<file path="config.mk">
export PLATFORM = sky130hd
export DESIGN_NAME = regfile_wb_arbiter_flat
export DESIGN_NICKNAME = d
export VERILOG_FILES = /design/src/rtl/regfile_wb_arbiter_pkg.sv /design/src/rtl/regfile_wb_arbiter_if.sv /design/src/rtl/regfile_wb_arbiter_slot.sv /design/src/rtl/regfile_wb_arbiter.sv /design/src/flat_wrapper.sv
export SDC_FILE = /design/constraint.sdc
export NUM_CORES = 1
export LEC_CHECK = 0
export BUFFER_PORTS_ARGS = -buffer_cell sky130_fd_sc_hd__buf_2
export CORE_UTILIZATION = 50
export DETAILED_ROUTE_END_ITERATION = 10
export PLACE_DENSITY = 0.75
export SETUP_SLACK_MARGIN = 0.02
export SKIP_LAST_GASP = 1
export SLEW_MARGIN = 40
export SYNTH_ARGS = -nofsm -noshare
export SYNTH_HDL_FRONTEND = slang
export SYNTH_SLANG_ARGS = --single-unit
</file>
<file path="constraint.sdc">
create_clock -name clk -period 4.8 [get_ports clk]
set_input_delay 0.24 -clock clk [delete_from_list [all_inputs] [get_ports clk]]
set_output_delay 0.24 -clock clk [all_outputs]
set_load 0.05 [all_outputs]
</file>
<file path="src/rtl/regfile_wb_arbiter_pkg.sv">
// Shared constants and types for the register-file writeback arbiter.
// The optional WB_PENDING_EN build adds no package content.
package regfile_pkg;
  localparam int DATA_W   = 64;
  localparam int ADDR_W   = 5;
  localparam int ZERO_REG = 31;

  localparam logic [ADDR_W-1:0] ZERO_RD = ADDR_W'(ZERO_REG);

  typedef enum logic {
    SRC_ALU = 1'b0,
    SRC_MEM = 1'b1
  } src_t;

  typedef struct packed {
    logic [ADDR_W-1:0] rd;
    logic [DATA_W-1:0] data;
  } wb_req_t;
endpackage

</file>
<file path="src/rtl/regfile_wb_arbiter_if.sv">
// Writeback bus between the two result sources and the register-file write port.
// pending_mask only exists when WB_PENDING_EN is defined.
interface regfile_wb_arbiter_if;
  import regfile_pkg::*;

  logic              alu_valid;
  logic              alu_ready;
  logic [ADDR_W-1:0] alu_rd;
  logic [DATA_W-1:0] alu_data;
  logic              mem_valid;
  logic              mem_ready;
  logic [ADDR_W-1:0] mem_rd;
  logic [DATA_W-1:0] mem_data;
  logic              regWR;
  logic [ADDR_W-1:0] Rd;
  logic [DATA_W-1:0] dataWrite;
  logic              grant_src;
`ifdef WB_PENDING_EN
  logic [2**ADDR_W-1:0] pending_mask;
`endif

  modport master (
    output alu_valid, alu_rd, alu_data, mem_valid, mem_rd, mem_data,
    input  alu_ready, mem_ready, regWR, Rd, dataWrite, grant_src
`ifdef WB_PENDING_EN
    , input pending_mask
`endif
  );

  modport slave (
    input  alu_valid, alu_rd, alu_data, mem_valid, mem_rd, mem_data,
    output alu_ready, mem_ready, regWR, Rd, dataWrite, grant_src
`ifdef WB_PENDING_EN
    , output pending_mask
`endif
  );
endinterface

</file>
<file path="src/rtl/regfile_wb_arbiter_slot.sv">
// One-entry writeback holding slot; a released slot may be refilled on the same edge.
// Unaffected by WB_PENDING_EN.
module wb_slot
  import regfile_pkg::*;
(
  input  logic    clk,
  input  logic    rst,
  input  logic    i_valid,
  input  wb_req_t i_req,
  input  logic    i_release,
  output logic    o_ready,
  output logic    o_capture,
  output logic    o_full,
  output wb_req_t o_req
);
  typedef enum logic {
    EMPTY = 1'b0,
    FULL  = 1'b1
  } slot_state_t;

  slot_state_t r_state;
  wb_req_t     r_req;

  assign o_ready   = (r_state == EMPTY) || i_release;
  assign o_capture = i_valid && o_ready;
  assign o_full    = (r_state == FULL);
  assign o_req     = r_req;

  always_ff @(posedge clk) begin
    if (rst) begin
      r_state <= EMPTY;
      r_req   <= '0;
    end else if (o_capture) begin
      r_state <= FULL;
      r_req   <= i_req;
    end else if (i_release) begin
      r_state <= EMPTY;
    end
  end
endmodule

</file>
<file path="src/rtl/regfile_wb_arbiter.sv">
// Round-robin writeback arbiter with WAW age override and zero-register drop.
// Define WB_PENDING_EN to expose pending_mask for the hazard unit.
module regfile_wb_arbiter
  import regfile_pkg::*;
(
  input  logic                 clk,
  input  logic                 rst,
  regfile_wb_arbiter_if.slave  bus
);
  wb_req_t w_alu_in, w_mem_in, w_alu_slot, w_mem_slot, w_sel_req;
  logic    w_alu_full, w_mem_full, w_alu_cap, w_mem_cap;
  logic    w_alu_rel, w_mem_rel, w_alu_drop, w_mem_drop;
  logic    w_alu_live, w_mem_live, w_grant_vld;
  logic    w_alu_ready, w_mem_ready, w_alu_stay, w_mem_stay;
  src_t    w_grant_src;

  logic              r_regwr;
  logic [ADDR_W-1:0] r_rd;
  logic [DATA_W-1:0] r_data;
  src_t              r_src;
  src_t              r_last_grant;
  logic              r_mem_older;

  assign w_alu_in = '{rd: bus.alu_rd, data: bus.alu_data};
  assign w_mem_in = '{rd: bus.mem_rd, data: bus.mem_data};

  wb_slot u_alu_slot (
    .clk(clk), .rst(rst), .i_valid(bus.alu_valid), .i_req(w_alu_in),
    .i_release(w_alu_rel), .o_ready(w_alu_ready), .o_capture(w_alu_cap),
    .o_full(w_alu_full), .o_req(w_alu_slot)
  );

  wb_slot u_mem_slot (
    .clk(clk), .rst(rst), .i_valid(bus.mem_valid), .i_req(w_mem_in),
    .i_release(w_mem_rel), .o_ready(w_mem_ready), .o_capture(w_mem_cap),
    .o_full(w_mem_full), .o_req(w_mem_slot)
  );

  // Same destination means WAW: age decides; otherwise strict alternation.
  always_comb begin
    w_alu_drop  = w_alu_full && (w_alu_slot.rd == ZERO_RD);
    w_mem_drop  = w_mem_full && (w_mem_slot.rd == ZERO_RD);
    w_alu_live  = w_alu_full && !w_alu_drop;
    w_mem_live  = w_mem_full && !w_mem_drop;
    w_grant_vld = w_alu_live || w_mem_live;
    w_grant_src = SRC_ALU;
    if (w_alu_live && w_mem_live) begin
      if (w_alu_slot.rd == w_mem_slot.rd) begin
        if (r_mem_older) w_grant_src = SRC_MEM;
      end else if (r_last_grant == SRC_ALU) begin
        w_grant_src = SRC_MEM;
      end
    end else if (w_mem_live) begin
      w_grant_src = SRC_MEM;
    end
    w_alu_rel  = w_alu_drop || (w_grant_vld && (w_grant_src == SRC_ALU));
    w_mem_rel  = w_mem_drop || (w_grant_vld && (w_grant_src == SRC_MEM));
    w_alu_stay = w_alu_full && !w_alu_rel;
    w_mem_stay = w_mem_full && !w_mem_rel;
    w_sel_req  = (w_grant_src == SRC_MEM) ? w_mem_slot : w_alu_slot;
  end

  always_ff @(posedge clk) begin
    if (rst) begin
      r_regwr      <= 1'b0;
      r_rd         <= '0;
      r_data       <= '0;
      r_src        <= SRC_ALU;
      r_last_grant <= SRC_ALU;
      r_mem_older  <= 1'b0;
    end else begin
      if (w_grant_vld) begin
        r_regwr      <= 1'b1;
        r_rd         <= w_sel_req.rd;
        r_data       <= w_sel_req.data;
        r_src        <= w_grant_src;
        r_last_grant <= w_grant_src;
      end else begin
        r_regwr <= 1'b0;
      end
      // Age only matters while both slots are full; a survivor is older than a new capture.
      if (w_alu_cap && w_mem_cap) begin
        r_mem_older <= 1'b1;
      end else if (w_mem_cap) begin
        r_mem_older <= !w_alu_stay;
      end else if (w_alu_cap) begin
        r_mem_older <= w_mem_stay;
      end
    end
  end

  assign bus.alu_ready = w_alu_ready;
  assign bus.mem_ready = w_mem_ready;
  assign bus.regWR     = r_regwr;
  assign bus.Rd        = r_rd;
  assign bus.dataWrite = r_data;
  assign bus.grant_src = r_src;

`ifdef WB_PENDING_EN
  logic [2**ADDR_W-1:0] w_pending;

  always_comb begin
    w_pending = '0;
    if (w_alu_live) w_pending[w_alu_slot.rd] = 1'b1;
    if (w_mem_live) w_pending[w_mem_slot.rd] = 1'b1;
    if (r_regwr)    w_pending[r_rd] = 1'b1;
  end

  assign bus.pending_mask = w_pending;
`endif
endmodule
</file>
<file path="src/flat_wrapper.sv">
// flat-port wrapper written by rule: the top's interface ports become plain ports
module regfile_wb_arbiter_flat import regfile_pkg::*;
  (clk, rst, bus_alu_valid, bus_alu_rd, bus_alu_data, bus_mem_valid, bus_mem_rd, bus_mem_data, bus_alu_ready, bus_mem_ready, bus_regWR, bus_Rd, bus_dataWrite, bus_grant_src);
  regfile_wb_arbiter_if bus_i ();
  input  logic clk;
  input  logic rst;
  input wire logic [$bits(bus_i.alu_valid)-1:0] bus_alu_valid;
  input wire logic [$bits(bus_i.alu_rd)-1:0] bus_alu_rd;
  input wire logic [$bits(bus_i.alu_data)-1:0] bus_alu_data;
  input wire logic [$bits(bus_i.mem_valid)-1:0] bus_mem_valid;
  input wire logic [$bits(bus_i.mem_rd)-1:0] bus_mem_rd;
  input wire logic [$bits(bus_i.mem_data)-1:0] bus_mem_data;
  output wire logic [$bits(bus_i.alu_ready)-1:0] bus_alu_ready;
  output wire logic [$bits(bus_i.mem_ready)-1:0] bus_mem_ready;
  output wire logic [$bits(bus_i.regWR)-1:0] bus_regWR;
  output wire logic [$bits(bus_i.Rd)-1:0] bus_Rd;
  output wire logic [$bits(bus_i.dataWrite)-1:0] bus_dataWrite;
  output wire logic [$bits(bus_i.grant_src)-1:0] bus_grant_src;
  assign bus_i.alu_valid = bus_alu_valid;
  assign bus_i.alu_rd = bus_alu_rd;
  assign bus_i.alu_data = bus_alu_data;
  assign bus_i.mem_valid = bus_mem_valid;
  assign bus_i.mem_rd = bus_mem_rd;
  assign bus_i.mem_data = bus_mem_data;
  assign bus_alu_ready = bus_i.alu_ready;
  assign bus_mem_ready = bus_i.mem_ready;
  assign bus_regWR = bus_i.regWR;
  assign bus_Rd = bus_i.Rd;
  assign bus_dataWrite = bus_i.dataWrite;
  assign bus_grant_src = bus_i.grant_src;
  regfile_wb_arbiter u_core (.clk(clk), .rst(rst), .bus(bus_i));
endmodule
</file>
==> results of run 1 <==
registers in the layout, indices dropped and copies added (netlist names):
| name | flops |
|---|---|
| u_core.u_mem_slot.o_req | 69 |
| u_core.r_last_grant | 1 |
| u_core.u_alu_slot.o_req | 69 |
| u_core.u_alu_slot.o_full | 1 |
| u_core.bus.Rd | 5 |
| u_core.r_mem_older | 1 |
| u_core.bus.regWR | 1 |
| u_core.u_mem_slot.o_full | 1 |
| u_core.bus.dataWrite | 64 |
cells by family (layout without fill, tap and decap cells):
group	after synthesis	in the layout	synth area share (%)
xor+xnor	5	5	0.456
simple gates	501	501	28.0
flops	212	212	44.2
other cells	0	5	0
compound gates	87	87	7.92
mux	138	138	14.4
buf+inv	96	309	4.98
metal layers:
metal	track usage [%]	vias up	share of wire, %
li1	-	3918	-
met4	7.84	0	1.8
met3	3.73	30	4.5
met5	0	-	0
met2	40.6	207	48
met1	30.2	3659	46
path summary, 6_finish.rpt:
kind	endpoint	start	depth (start not counted)
hold reg to reg	u_core.u_mem_slot.o_req[34]	u_core.u_mem_slot.o_req[34]	2
setup / recovery	u_core.bus.dataWrite[47]	u_core.u_alu_slot.o_req[67]	6
hold / removal	u_core.u_mem_slot.o_req[68]	bus_mem_rd[4]	3
setup reg to reg	u_core.bus.dataWrite[47]	u_core.u_alu_slot.o_req[67]	6
per-stage QoR:
step	power, uW	setup WS [ns]	hold WS (ns)	std cells	area (um^2)
floorplan	2520	2.87	0.357	1039	9590
global placement	2700	2.26	0.459	1405	10600
detailed placement	2710	2.23	0.462	1405	10600
CTS	4430	2.22	0.000275	1485	11800
global route	4570	2.03	0.00142	1490	11800
finish	4400	2.19	0.0104	1491	11800
worst reg2reg max path, cell delays in order, from the launching register on:
cell and delay (ns):
dfxtp_1 0.40, xnor2_1 0.17, nand3_1 0.22, o41ai_4 0.27, or2_2 0.68, buf_4 0.54, a311oi_1 0.19
cell usage after synthesis:
cell,n
a2111oi_4,1
a211oi_2,1
a21boi_1,1
a21oi_1,4
a22o_1,1
a311oi_1,69
and2_1,1
and3_4,1
buf_2,10
buf_4,10
buf_6,9
clkbuf_1,64
dfxtp_1,212
inv_1,3
mux2i_1,138
nand2_1,142
nand2b_1,276
nand3_1,3
nand4_1,1
nor2_1,3
nor2b_1,1
nor3_1,70
nor4_1,1
o21a_1,2
o21ai_0,2
o21ai_1,2
o21ai_2,1
o311a_1,1
o32ai_1,1
o41ai_2,1
or2_1,1
or2b_1,1
xnor2_1,5
what timing repair did:
item | 4_1_cts | 5_1_grt
hold endpoints to repair | 42 | 1
hold buffers | 42 | 1
resized for setup | 0 | 0
power breakdown:
group          internal, uW  total, uW  switching, uW
Combinational           275        736            460
Clock                  1010       1690            682
Sequential             1890       1970           79.2
Total                  3180       4400           1220
area by class of cell:
class / count / share of cell area, %
Tap cell: 234 / 2.48
Multi-Input combinational cell: 731 / 41.6
Inverter: 3 / 0.0953
Clock inverter: 2 / 0.0848
Sequential cell: 212 / 35.9
Antenna cell: 5 / 0.106
Clock buffer: 36 / 6.05
Timing Repair Buffer: 268 / 13.6
==> impl_results.md, run 1 <==
* CP Data Arrival Time at 2.95 ns
* Flop-to-flop setup slack at 2.19 ns
* Core Area at 18800 um^2
* P&R area growth vs syn at 23.1%
* Slew Limit Fails at 0
* Critical Path Source Type: flop
* Starting density of the core at 51.1%
* Post-DRT Antenna Nets at 0
* Final nets at 1381
* Post-synth net total at 1181
* Drt drc at 0
* RSZ-0062 raised after global routing: false
* Pwr dens at 373 nW/um^2
* Crit path max-delay family: simple AND/OR/NAND/NOR gates
* Post-CTS setup buffer count at 0
* Wirelength, routed at 24000 um
* Register bit total from synthesis at 212
* Worst setup EP type: flop
* Top post-synthesis cells by area: dfxtp_1 44%, nand2b_1 18%, mux2i_1 14%, a311oi_1 6.3%, nand2_1 5.6%
* Max IR drop VDD at 0.000222 V
* CTS tree: yes
* Static Leak at 0.00502 uW
* Period utilization at 54.4%
* Vias in the first global route at 7719
* Final core area utilization at 62.9%
* Vias per cell at 5.24
* Row Count at 50
* Chip Width at 141 um
* CTS Buf Count at 23
* Pre-antenna DRT Iters at 5
* Post-synthesis sequential area ratio at 44.2%
* Syn Inst Count at 1039
* Worst-Skew Late Latency at 0.50 ns
* Fmax at 0.383 GHz
* GRT overflow at 0
* Yosys Warn Count at 0
* Share of cells above drive strength 1 at 21.4%
* Antenna violations before repair at 5
* Die area at 19700 um^2
* Buf/Inv on CP at 1
* CP cell instances: xnor2_1, nand3_1, o41ai_4, or2_2, buf_4, a311oi_1
* Clk buf depth at 3
* Max incr delay on CP at 0.68 ns
* Status: finished, final reports clean
* CP required at 5.13 ns
* Syn Std Cell Area at 9590 um^2
* Clock-pin transition on the worst setup and hold timing paths at 0.06 ns
* CP Class: reg -> reg
* Ports at 215
* Setup Skew at 0.00931 ns
* Clock Tree Root: clkbuf_16
* Die height at 141 um
* Multi-input logic area at 4910 um^2
* Area leader, netlist: dfxtp_1
* Iter 0 DRT Violations at 412
* Commonest non-fill, non-tap cell in the layout: nand2b_1
* Largest net degree at the start of global routing at 175
* Relative slew slack at 40.6%
* Most frequent cells in the layout: 276 x nand2b_1, 213 x buf_2, 212 x dfxtp_1, 142 x nand2_1, 138 x mux2i_1
* Slowest CP cell: or2_2
* Htree depth at 1
* Sink Count at 212
* Period minus WS final at 2.61 ns
* Reported max-cap violation count at 0
* Port buffer count at 214
* Overall routing resource usage at 23.6%
* Final setup violation count at 0
* Top cell type's share of synthesized area at 44.2%
* Actual slew at the worst max-slew pin at 0.891 ns
* Hold Path Class: in -> reg
* Fin. Hold Viols at 0
* Setup TNS at 0 ns
* Fillers at 1573
* GP Congestion at 0.787
* Crit-path max FO at 36
* Syn avg cell area at 9.23 um^2
* Drt wl/cell at 16.1 um
* Vias post-DR at 7814
* HPWL Detailed at 13900 um
* First-pass GRT wire length at 38200 um
* Synth unique cells at 33
* Sequential cell area at 4240 um^2
Power figures use the tool's default switching activity.
==> inputs of run 2 (changes only) <==
==> constraint.sdc (replaced) <==
create_clock -name clk -period 2.5 [get_ports clk]
set_input_delay 0.125 -clock clk [delete_from_list [all_inputs] [get_ports clk]]
set_output_delay 0.125 -clock clk [all_outputs]
set_load 0.05 [all_outputs]
==> run 2 against run 1 <==
  * Count of clock-buffer cells in the layout is 7 lower
  * Die area stayed put
  * Combinational power is 120% higher
  * Non-clock buffer count is 106 higher
  * Clock power is 130% higher
  * Worst hold slack better by 0.15 ns
  * Power is 110% higher
  * Final area is 11% higher
  * Sequential share of layout area is 3.5 points lower
  * Flip-flop and latch count stayed put
  * Largest power group is now the clock network
  * Highest routed layer unchanged
==> impl_results.md, run 2 (synthesis results as in run 1) <==
* Vias in the first global route at 8807
* Reg2reg path depth at 6
* Crit-path max FO at 4
* Top Metal Used: met4
* Starting density of the core at 51.1%
* Pre-antenna DRT Iters at 5
* Htree depth at 1
* Finished Layout Cells at 1595
* Status: finished, final reports clean
* CTS tree: yes
* Static Leak at 0.00558 uW
* Finished Cell Area at 13100 um^2
* Pwr dens at 714 nW/um^2
* Drt drc at 0
* Wirelength, routed at 26900 um
* CP required at 2.38 ns
* Final setup violation count at 0
* Drt wl/cell at 16.9 um
* Placement-stage worst setup slack at 0.401 ns
* Die area at 19700 um^2
* CP Data Arrival Time at 2.12 ns
* Die height at 141 um
* Port buffer count at 214
* Period utilization at 89.7%
* Vias post-DR at 8538
* Commonest non-fill, non-tap cell in the layout: nand2b_1
* Post-DRT Antenna Nets at 0
* CP Class: reg -> out
* Worst hold stages at 2
* Final worst slack at 0.256 ns
* Vias per cell at 5.35
* Clock Tree Root: clkbuf_16
* Cell Area, Placed at 10800 um^2
* Clk buf depth at 3
* Setup Skew at 0.00687 ns
* Clock-pin transition on the worst setup and hold timing paths at 0.06 ns
* Post-CTS Resized at 0
* Ports at 215
* First-pass GRT wire length at 43300 um
* Final nets at 1487
* Largest net degree at the start of global routing at 85
* Final core area utilization at 69.8%
* Reported max-cap violation count at 0
* Row Count at 50
* P&R area growth vs syn at 36.5%
* Fmax at 0.446 GHz
* Share of cells above drive strength 1 at 20.6%
* Period minus WS final at 2.24 ns
* GP Congestion at 0.815
* Placed Instances at 1413
* Actual slew at the worst max-slew pin at 0.502 ns
* Iter 0 DRT Violations at 530
* Most frequent cells in the layout: 276 x nand2b_1, 213 x buf_2, 212 x dfxtp_1, 142 x nand2_1, 140 x dlygate4sd3_1
* HPWL Detailed at 14400 um
* Worst-Skew Late Latency at 0.50 ns
* Met2 WL at 12800 um
* Fin. Hold Viols at 0
* Fillers at 1372
* Max IR drop VDD at 0.000470 V
* Met3 WL at 1410 um
* Post-CTS setup buffer count at 0
* Sink Count at 212
* M1 wire length at 11500 um
* Chip Width at 141 um
* Antenna violations before repair at 2
* Overall routing resource usage at 26.9%
* CTS Buf Count at 23
* Relative slew slack at 66.5%
* Setup TNS at 0 ns
* Hold Path Class: in -> reg
* Worst setup EP type: primary output
* Core Area at 18800 um^2
* RSZ-0062 raised after global routing: false
* Critical Path Source Type: flop
* GRT overflow at 0
* Slew Limit Fails at 0
==> run 2: cell type report <==
| cell class | instances | area (um^2) | share of cell area (%) |
|---|---|---|---|
| sequential | 212 | 4240 | 32.4 |
| inverter | 3 | 11.3 | 0.0860 |
| multi-input combinational | 731 | 4910 | 37.5 |
| antenna | 2 | 5.00 | 0.0382 |
| clock inverter | 10 | 250 | 1.91 |
| timing repair buffer | 374 | 2740 | 20.9 |
| clock buffer | 29 | 638 | 4.87 |
| tap | 234 | 293 | 2.24 |
==> run 2: power by group <==
part / switching (uW) / total, uW / internal, uW
logic: 940 / 1590 / 654
registers: 150 / 3780 / 3630
clock network: 1360 / 3970 / 2620
==> run 2: path summary, 6_finish.rpt <==
path,from,endpoint,slack (ns)
max,u_core.u_mem_slot.o_req[68],bus_mem_ready,0.26
min,rst,u_core.bus.dataWrite[42],0.16
max reg2reg,u_core.u_mem_slot.o_req[68],u_core.bus.dataWrite[62],0.32
min reg2reg,u_core.u_mem_slot.o_req[56],u_core.u_mem_slot.o_req[56],0.47
==> run 2: worst max-delay path, cell delays in order, from the launching register on <==
cell,delay [ns]
dfxtp_1,0.41
xnor2_1,0.17
nand3_1,0.24
nor4_1,0.45
nor2_1,0.10
buf_2,0.25
==> run 2: what timing repair did <==
item,in CTS,in global routing
endpoints found under the hold margin,141,0
hold buffers,140,0
endpoints found under the setup margin,0,0
==> run 2: per-stage QoR <==
step                      total power, uW  hold slack (ns)
final                                9350            0.160
after global routing                 9660            0.183
after CTS                            9370            0.146
after detailed placement             5230            0.383
after global placement               5210            0.381
after floorplan                      4830            0.242
==> run 2: routing by layer <==
| layer | up-vias | global-route usage [%] |
|---|---|---|
| li1 | 4127 | - |
| met1 | 4013 | 32.2 |
| met2 | 305 | 46.7 |
| met3 | 93 | 4.79 |
| met4 | 0 | 13.0 |
| met5 | - | 0 |
==> inputs of run 3 (changes only) <==
--- a/config.mk
+++ b/config.mk
@@ -9,9 +9,11 @@
 export CORE_UTILIZATION = 50
 export DETAILED_ROUTE_END_ITERATION = 10
 export PLACE_DENSITY = 0.75
+export REMOVE_ABC_BUFFERS = 1
 export SETUP_SLACK_MARGIN = 0.02
 export SKIP_LAST_GASP = 1
 export SLEW_MARGIN = 40
 export SYNTH_ARGS = -nofsm -noshare
 export SYNTH_HDL_FRONTEND = slang
 export SYNTH_SLANG_ARGS = --single-unit
+export TNS_END_PERCENT = 100
==> run 3 against run 2 <==
  * Global-route usage fell by 0.43 points
  * Critical path depth is the same
  * Final area fell by 1.5%
  * Register-to-register slack worse by 0.07 ns
  * Setup slack worse by 0.056 ns
  * Power fell by 9.1%
  * Maximum frequency shrank 2.4%
  * Critical path type unchanged
==> impl_results.md, run 3 (synthesis results as in run 1) <==
* Clock-pin transition on the worst setup and hold timing paths at 0.06 ns
* Sequential Power Share at 44.5%
* Static Leak at 0.00549 uW
* Fin. Hold Viols at 0
* Largest net degree at the start of global routing at 110
* GRT overflow at 0
* Vias post-DR at 8493
* Pwr dens at 659 nW/um^2
* Most frequent cells in the layout: 276 x nand2b_1, 213 x buf_2, 212 x dfxtp_1, 142 x nand2_1, 140 x dlygate4sd3_1
* Worst-Skew Late Latency at 0.51 ns
* Htree depth at 1
* Crit-path max FO at 4
* Ports at 215
* Grt met2 use at 45.7%
* Sw power at 2410 uW
* Post-CTS Resized at 0
* GR peak layer: met2
* Vias in the first global route at 8516
* Clock Tree Root: clkbuf_16
* Period utilization at 92.0%
* Relative slew slack at 54.5%
* Vias per cell at 5.32
* GR Util met3 at 4.58%
* Critical Path Source Type: flop
* Final core area utilization at 68.8%
* Wirelength, routed at 26400 um
* Overall routing resource usage at 26.5%
* Chip Width at 141 um
* Die height at 141 um
* Combinational fraction of design power at 18.8%
* Slew Limit Fails at 0
* Share of cells above drive strength 1 at 20.3%
* Clk buf depth at 3
* Antenna violations before repair at 1
* Internal at 6090 uW
* Port buffer count at 214
* Hold Path Class: in -> reg
* CTS Buf Count at 23
* Actual slew at the worst max-slew pin at 0.682 ns
* First-pass GRT wire length at 42400 um
* CP Data Arrival Time at 2.17 ns
* Max IR drop VDD at 0.000469 V
* Pre-antenna DRT Iters at 5
* Clock share of power at 36.8%
* Drt drc at 0
* Worst setup EP type: primary output
* GP Congestion at 0.800
* Post-DRT Antenna Nets at 0
* CP Class: reg -> out
* RSZ-0062 raised after global routing: false
* GRT met1 Usage at 33.0%
* Final setup violation count at 0
* CP required at 2.38 ns
* Starting density of the core at 51.1%
* Drt wl/cell at 16.5 um
* Die area at 19700 um^2
* Setup Skew at 0.0143 ns
* Iter 0 DRT Violations at 501
* P&R area growth vs syn at 34.5%
* HPWL Detailed at 14600 um
* Sw frac at 28.3%
* Core Area at 18800 um^2
* Reported max-cap violation count at 0
* Final nets at 1491
* Period minus WS final at 2.30 ns
* Fmax at 0.435 GHz
* Commonest non-fill, non-tap cell in the layout: nand2b_1
* Sink Count at 212
* CTS tree: yes
* Row Count at 50
* Hold WS at 0.171 ns
* Status: finished, final reports clean
-- run 3: changes by cell type in the layout (fill, tap and decap cells not counted) --
cell,change
buf_6,+1
clkbuf_1,+6
bufinv_16,-8
buf_4,+4
buf_12,-1
clkinv_2,-1
inv_6,+1
-- run 3: area by class of cell --
| type | count | area, um^2 |
|---|---|---|
| diodes | 2 | 5.00 |
| clock buffers | 35 | 661 |
| clock inverters | 2 | 13.8 |
| fillers | 1401 | 5860 |
| inverters | 3 | 11.3 |
| multi-input cells | 731 | 4910 |
| flip-flops and latches | 212 | 4240 |
| well taps | 234 | 293 |
| repair buffers | 378 | 2760 |
-- run 3: path summary, 6_finish.rpt --
kind,startpoint,end,slack (ns),cells past startpoint
setup reg to reg,u_core.u_mem_slot.o_req[64],u_core.u_alu_slot.o_req[12],0.25,6
setup / recovery,u_core.u_mem_slot.o_req[64],bus_mem_ready,0.20,5
hold / removal,rst,u_core.r_last_grant,0.17,2
hold reg to reg,u_core.u_alu_slot.o_req[22],u_core.u_alu_slot.o_req[22],0.47,2
-- run 3: power groups by stage --
stage | logic [uW] | clock network [uW] | registers, uW
3_3_place_gp | 1380 | 0 | 3840
3_5_place_dp | 1410 | 0 | 3840
4_1_cts | 1580 | 3180 | 3770
5_1_grt | 1700 | 3330 | 3800
6_report | 1590 | 3120 | 3780
2_1_floorplan | 661 | 0 | 4150
-- run 3: repair_timing --
action                                 CTS  global route
buffers inserted                         0             0
endpoints found under the hold margin  140             0
hold buffers                           140             0
-- run 3: routing by layer --
metal	wire (um)	share of wire (%)	up-vias
met4	811	3.1	0
li1	-	-	4145
met1	11400	43	4019
met2	12800	49	271
met3	1370	5.2	58
met5	0	0	-
-- run 3: critical path, stage by stage (launching register included) --
cell     delay (ns)
dfxtp_1        0.35
xnor2_1        0.25
nand3_1        0.22
nor4_1         0.50
nor2_1         0.11
buf_2          0.24
-- run 3: per-stage QoR --
step | setup TNS, ns | setup slack, ns | std cells | power (uW) | instance area, um^2
after floorplan | -1035.00 | -7.17 | 946 | 4810 | 9130
after global placement | 0 | 0.417 | 1418 | 5220 | 10800
after detailed placement | 0 | 0.326 | 1418 | 5250 | 10800
after CTS | 0 | 0.220 | 1595 | 8530 | 12900
after global routing | 0 | 0.0606 | 1596 | 8830 | 12900
final | 0 | 0.200 | 1597 | 8500 | 12900
